**config.mk**
```make
export PLATFORM = sky130hd
export DESIGN_NAME = counter_run_ctrl
export DESIGN_NICKNAME = d
export VERILOG_FILES = /design/src/rtl/counter_run_pkg.sv /design/src/rtl/run_fsm.sv /design/src/rtl/counter_run_ctrl.sv
export SDC_FILE = /design/constraint.sdc
export NUM_CORES = 1
export LEC_CHECK = 0
export ABC_CLOCK_PERIOD_IN_PS = 4200
export CELL_PAD_IN_SITES_DETAIL_PLACEMENT = 2
export CELL_PAD_IN_SITES_GLOBAL_PLACEMENT = 2
export CORE_ASPECT_RATIO = 0.75
export CORE_MARGIN = 1.5
export CORE_UTILIZATION = 27
export DETAILED_ROUTE_END_ITERATION = 16
export PLACE_DENSITY_LB_ADDON = 0.1
export SKIP_CTS_REPAIR_TIMING = 1
export SYNTH_ARGS = -nofsm -noshare
export SYNTH_HDL_FRONTEND = slang
export SYNTH_HIERARCHICAL = 1
export SYNTH_SLANG_ARGS = --single-unit
```
**constraint.sdc**
```tcl
create_clock -name clk -period 4.2 [get_ports clk]
set_input_delay 0.84 -clock clk [delete_from_list [all_inputs] [get_ports clk]]
set_output_delay 0.84 -clock clk [all_outputs]
set_load 0.01 [all_outputs]
```
**src/rtl/counter_run_pkg.sv**
```systemverilog
// Shared types and elaboration helpers for counter_run_ctrl and run_fsm.
// The DONE state is only reachable when COUNTER_RUN_ONESHOT_EN is defined.
package counter_run_pkg;

    typedef enum logic [1:0] {
        IDLE = 2'd0,
        RUN  = 2'd1,
        DONE = 2'd2
    } run_state_t;

    localparam int MIN_MODULO = 2;

    // True when a MODULO-1 terminal value is representable in n bits.
    function automatic bit modulo_legal(input int n, input longint modulo);
        return (modulo >= longint'(MIN_MODULO)) && (modulo <= (longint'(1) << n));
    endfunction

endpackage

```
**src/rtl/run_fsm.sv**
```systemverilog
// Run/idle state machine for counter_run_ctrl; active mirrors the RUN state.
// COUNTER_RUN_ONESHOT_EN adds a DONE state entered on a counter wrap.
module run_fsm
    import counter_run_pkg::*;
(
    input  logic clk,
    input  logic reset,
    input  logic load,
    input  logic start,
    input  logic stop,
    input  logic wrap,
    output logic active
);

    run_state_t state_q, state_d;
    logic       active_q, active_d;

    // NOTE: every signal written here gets a default first, so no path leaves it unassigned and no latch is inferred.
    always_comb begin
        state_d = state_q;
        if (!load) begin
            unique case (state_q)
                IDLE, DONE: if (start && !stop) state_d = RUN;
                RUN: begin
                    if (stop) begin
                        state_d = IDLE;
                    end else if (wrap) begin
`ifdef COUNTER_RUN_ONESHOT_EN
                        state_d = DONE;
`else
                        state_d = RUN;
`endif
                    end
                end
                default: state_d = IDLE;
            endcase
        end
        active_d = (state_d == RUN);
    end

    // NOTE: state registers use non-blocking assignments so every flop samples pre-edge values.
    always_ff @(posedge clk) begin
        if (!reset) begin
            state_q  <= IDLE;
            active_q <= 1'b0;
        end else begin
            state_q  <= state_d;
            active_q <= active_d;
        end
    end

    assign active = active_q;

endmodule

```
**src/rtl/counter_run_ctrl.sv**
```systemverilog
// Modulo up/down counter with run/idle control, pause, load and terminal-count pulse.
// Define COUNTER_RUN_ONESHOT_EN to stop in DONE after the first wrap.
module counter_run_ctrl
    import counter_run_pkg::*;
#(
    parameter int N      = 4,
    parameter int MODULO = 2 ** N
) (
    input  logic         clk,
    input  logic         reset,
    input  logic         start,
    input  logic         stop,
    input  logic         pause,
    input  logic         dir,
    input  logic         load,
    input  logic [N-1:0] load_value,
    output logic         active,
    output logic [N-1:0] counter,
    output logic         tc
);

    if (!modulo_legal(N, longint'(MODULO))) begin : g_bad_modulo
        $error("counter_run_ctrl: MODULO must lie in 2..2**N");
    end

    localparam logic [N-1:0] MAX_COUNT = N'(MODULO - 1);

    logic [N-1:0] counter_q, counter_d;
    logic         tc_q, tc_d;
    logic         running;
    logic         count_en;
    logic         wrap;
    logic [N-1:0] load_sat;

    run_fsm u_run_fsm (
        .clk    (clk),
        .reset  (reset),
        .load   (load),
        .start  (start),
        .stop   (stop),
        .wrap   (wrap),
        .active (running)
    );

    // Steps happen only from RUN, and load or stop on the same edge freezes the count.
    assign count_en = running && !load && !stop && !pause;
    assign wrap     = count_en && (dir ? (counter_q == '0) : (counter_q == MAX_COUNT));
    assign load_sat = (load_value > MAX_COUNT) ? MAX_COUNT : load_value;

    always_comb begin
        counter_d = counter_q;
        tc_d      = 1'b0;
        if (load) begin
            counter_d = load_sat;
        end else if (wrap) begin
            counter_d = dir ? MAX_COUNT : '0;
            tc_d      = 1'b1;
        end else if (count_en) begin
            counter_d = dir ? (counter_q - 1'b1) : (counter_q + 1'b1);
        end
    end

    always_ff @(posedge clk) begin
        if (!reset) begin
            counter_q <= '0;
            tc_q      <= 1'b0;
        end else begin
            counter_q <= counter_d;
            tc_q      <= tc_d;
        end
    end

    assign active  = running;
    assign counter = counter_q;
    assign tc      = tc_q;

endmodule

```
* Word level (Yosys, flattened, before mapping)
Index checks and enable logic that the tools add are counted.
** Storage, ports and cells
- Register bits after elaboration :: 8
- Bits of input ports :: 11
- Output and inout port bits :: 6
- Logic and storage cells :: 38
** Operators by class
- Add/subtract/negate cells :: 2
- Order comparisons :: 1
- Equal/unequal tests :: 4
- Mux-type cells :: 13
- Bitwise logic cells :: 1
- Reductions and logical operators :: 13
** Operators by type and width (number)
- two-way mux 4 bit :: 6
- two-way mux 2 bit :: 4
- logical AND 1 bit :: 5
- adder 4 x 1 -> 4 bit (second input constant) :: 1
- equality test 2 x 1 -> 1 bit (second input constant) :: 2
- equality test 4 bit (second input constant) :: 1
- greater-than comparator 4 bit (second input constant) :: 1
- zero test 4 bit :: 1
- one-hot mux 2 bit (2 select lines) :: 1
- OR reduction 2 bit :: 2
- subtractor 4 x 1 -> 4 bit (second input constant) :: 1
- zero test 1 bit :: 3
- nonzero test 3 bit :: 1
- equality test 2 bit (second input constant) :: 1
- zero test 2 bit :: 1
- two-way mux 1 bit :: 2
- inverter 1 bit :: 1

* Longest topological paths before layout
- Depth after elaboration :: 10
- Gate-level depth with buffers :: 5
- Mapped depth without buffers :: 5

* Cells and area by module
The synthesis kept the hierarchy.
** By module, submodules not included
- counter_run_ctrl :: times used 1, cells each 44, area an instance 394.1 um2, seq. area each 100.1 um2
- run_fsm :: times used 1, cells each 14, area an instance 133.9 um2, seq. area each 60.1 um2

* Least setup slack after synthesis
No wires, ideal clock.
- Kind :: input-to-reg
- Start :: input port dir
- End :: register counter_q[1] (netlist: counter[1])
- Library setup time :: 0.088 ns
- Arrival :: 1.714 ns
- Data required time :: 4.112 ns
- Slack :: 2.397 ns
- Stages on the path :: 4
- Buffers on the path :: 0
- Cells stage by stage :: inv_1 > fa_1 > nand2b_1 > a311oi_2
** Between the ends
- Word-level cells in the longest chain between the ends :: 4
- Elaborated cells on any way between the ends :: 8
- Those cells by class :: mux (6); reduce/logical (2)
** Ends and longest elaborated chain
- start: declaration :: RTL line counter_run_ctrl.sv:14 : input logic dir,
- two-way mux 4 bit or two-way mux 1 bit (tied branches) :: RTL line counter_run_ctrl.sv:59, counter_run_ctrl.sv:47
- two-way mux 4 bit or logical AND 1 bit (tied branches) :: RTL line counter_run_ctrl.sv:58, counter_run_ctrl.sv:47
- two-way mux 4 bit :: RTL line counter_run_ctrl.sv:55 : end else if (wrap) begin
- two-way mux 4 bit :: RTL line counter_run_ctrl.sv:53 : if (load) begin
- end signal: assignment :: RTL line counter_run_ctrl.sv:68 : counter_q <= counter_d;
- end: declaration :: RTL line counter_run_ctrl.sv:28 : logic [N-1:0] counter_q, counter_d;
Parallel ways exist; a longest one is shown, timed or not. The select of a mux whose other input is x is not followed.
A chain may end at the register's enable or synchronous reset.

* Worst setup path after layout
Same ends and word-level chain as after synthesis.

==> run_results.csv <==
group,metric,value,unit
run_status,status,"complete, no violations",
global_routing,grt_overflow_total,0,
logic_synthesis,syn_inst,57,
power_and_ir_drop,leakage,0.000310,uW
placement,dpl.hpwl,1.19,mm
clocking,cts-buffers-inserted,3,
sta,grt_setup_unrepaired,"no",
layout,syn2layout_area_growth,40.3,%
sta,setup_viol,0,
die,die_x,53.8,microns
layout,drive_gt1_share,15.8,%
min_path,hold_path.class,"flip-flop to flip-flop",
power_and_ir_drop,internal-power,143,uW
sta,relSlewSlack,75.2,%
clocking,cts_max_level,1,
setup_path,path_class,"primary input to flip-flop",
sta,hold_viol,0,
global_routing,grt_pass1_wl,2.41,mm
sta,slew_viol_final,0,
logic_synthesis,synth_area_per_cell,9.15,sq um
sta,fin_crit_sh,54.0,%
clocking,insertion_delay,0.25,ns
placement,postPlaceCellArea,709,sq um
die,ios,17,
setup_path,cp-end-kind,"flip-flop",
setup_path,cp.required,4.37,ns
power_and_ir_drop,pwr-share-seq,42.9,%
layout,final_net_count,92,
global_routing,grt_antenna_before_repair,0,
power_and_ir_drop,swShare,28.6,%
route,ant_nets,0,
power_and_ir_drop,power,200,uW
global_routing,grtUsageTotal,16.7,%
route,avgRoutedWirePerCell,14.7,microns
route,routed_wl,1.44,mm
logic_synthesis,synthesis.nets,71,
global_routing,grt_pass1_vias,503,
power_and_ir_drop,power-per-cell-area,273,mW/mm^2
clocking,cts.sinks,8,
die,die-area,0.00221,sq mm
die,die-height,41.1,microns
clocking,cts_tree,"built",
route,drt_first_pass_iters,4,
placement,io_buffer_count,16,
clocking,cts_max_path_buffers,2,
route,dr_total_vias,504,
setup_path,path_max_fanout,6,
route,first_iter_violations,7,
setup_path,startpoint_type,"primary input",
sta,setup_tns,0,ns
power_and_ir_drop,p_comb_share,27.9,%
layout,antennaDiodeCount,0,
power_and_ir_drop,p_switching,57.2,uW
placement,place_congestion,0.753,
logic_synthesis,syn_area,522,sq um
route,drc_errors,0,
power_and_ir_drop,ir_drop,0.000123,V
sta,period_needed,2.27,ns
sta,finClkSkew,0.00165,ns
clocking,cts.root.buffer_cell,"clkbuf_4",
layout,fillers,200,
sta,tightest_slew,0.371,ns
layout,design_area,732,sq um
power_and_ir_drop,pwr-share-clk,29.3,%
die,initial_core_util,29.4,%
route,post_drt_via_cell_ratio,5.14,
logic_synthesis,yosysWarnings,6,
job,maxCapViolCount,0,
die,rows,13,
clocking,clk_pin_slew,0.05,ns
die,coreArea,0.00177,sq mm
global_routing,grt_max_degree,10,
sta,fmax,441,MHz
setup_path,crit_arrival,2.44,ns
==> flip-flops by register name, indices dropped and copies added (netlist names) <==
register	flops
tc	1
u_run_fsm/active	1
u_run_fsm/state_q	2
counter	4
==> placed cells by master, fill, tap and decap left out <==
| master | n |
|---|---|
| a21o_1 | 1 |
| a21oi_1 | 2 |
| a21oi_2 | 1 |
| a311oi_1 | 1 |
| a311oi_2 | 1 |
| a31oi_1 | 1 |
| and2_2 | 1 |
| and3_1 | 2 |
| clkbuf_4 | 3 |
| clkdlybuf4s50_1 | 16 |
| dfxtp_1 | 8 |
| fa_1 | 1 |
| ha_1 | 2 |
| inv_1 | 6 |
| inv_2 | 1 |
| nand2_1 | 7 |
| nand2b_1 | 1 |
| nand3_1 | 2 |
| nor2_1 | 1 |
| nor2b_2 | 1 |
| nor3b_4 | 1 |
| nor4_2 | 1 |
| nor4b_2 | 1 |
| o211a_1 | 2 |
| o211ai_1 | 3 |
| o21a_1 | 1 |
| o21ai_0 | 1 |
| o22ai_1 | 1 |
| o32ai_1 | 1 |
| or3_2 | 1 |
| xnor2_1 | 4 |
==> layer usage <==
metal / up-vias / routed length [microns] / global-route usage, %
met4: 0 / 0 / 3.85
met5: - / 0 / 0
met1: 246 / 739 / 23.3
met3: 0 / 79 / 7.66
li1: 245 / - / -
met2: 13 / 625 / 22.6
==> stage by stage <==
step	cells	util [%]	worst slack [ns]	hold WS (ns)
after floorplan	57	-	2.40	0.443
after global placement	95	40.0	1.71	0.452
after detailed placement	95	40.0	1.67	0.462
after CTS	98	41.3	1.93	0.471
after global routing	98	41.3	1.86	0.503
final	98	41.3	1.93	0.466
==> cell type report <==
cell class | count | area [sq um] | share of cell area [%]
Multi-Input combinational cell | 42 | 335 | 45.8
Tap cell | 22 | 27.5 | 3.76
Inverter | 7 | 26.3 | 3.59
Clock buffer | 3 | 22.5 | 3.08
Timing Repair Buffer | 16 | 160 | 21.9
Sequential cell | 8 | 160 | 21.9
==> worst max-delay path: stages <==
cell and delay (ns):
clkdlybuf4s50_1 0.60, inv_1 0.12, fa_1 0.47, nand2b_1 0.16, a311oi_2 0.25
==> power groups by stage <==
stage	clock [uW]	combinational (uW)	sequential (uW)
final	58.6	55.8	85.8
after global routing	67.9	62.3	86.3
after CTS	62.9	56.3	85.8
after detailed placement	0	56.2	87.4
after global placement	0	54.6	87.2
after floorplan	0	28.3	87.4
==> worst paths after layout <==
path | from | to | slack, ns | cells after the start
worst max register to register | counter[0]$_SDFFE_PN0P_ | counter[1]$_SDFFE_PN0P_ | 2.73 | 4
worst min-delay path | u_run_fsm/state_q[1]$_SDFF_PN0_ | u_run_fsm/state_q[1]$_SDFF_PN0_ | 0.47 | 1
worst min register to register | u_run_fsm/state_q[1]$_SDFF_PN0_ | u_run_fsm/state_q[1]$_SDFF_PN0_ | 0.47 | 1
worst max-delay path | dir | counter[1]$_SDFFE_PN0P_ | 1.93 | 5
Note: power is estimated with default switching activity, not from simulation.
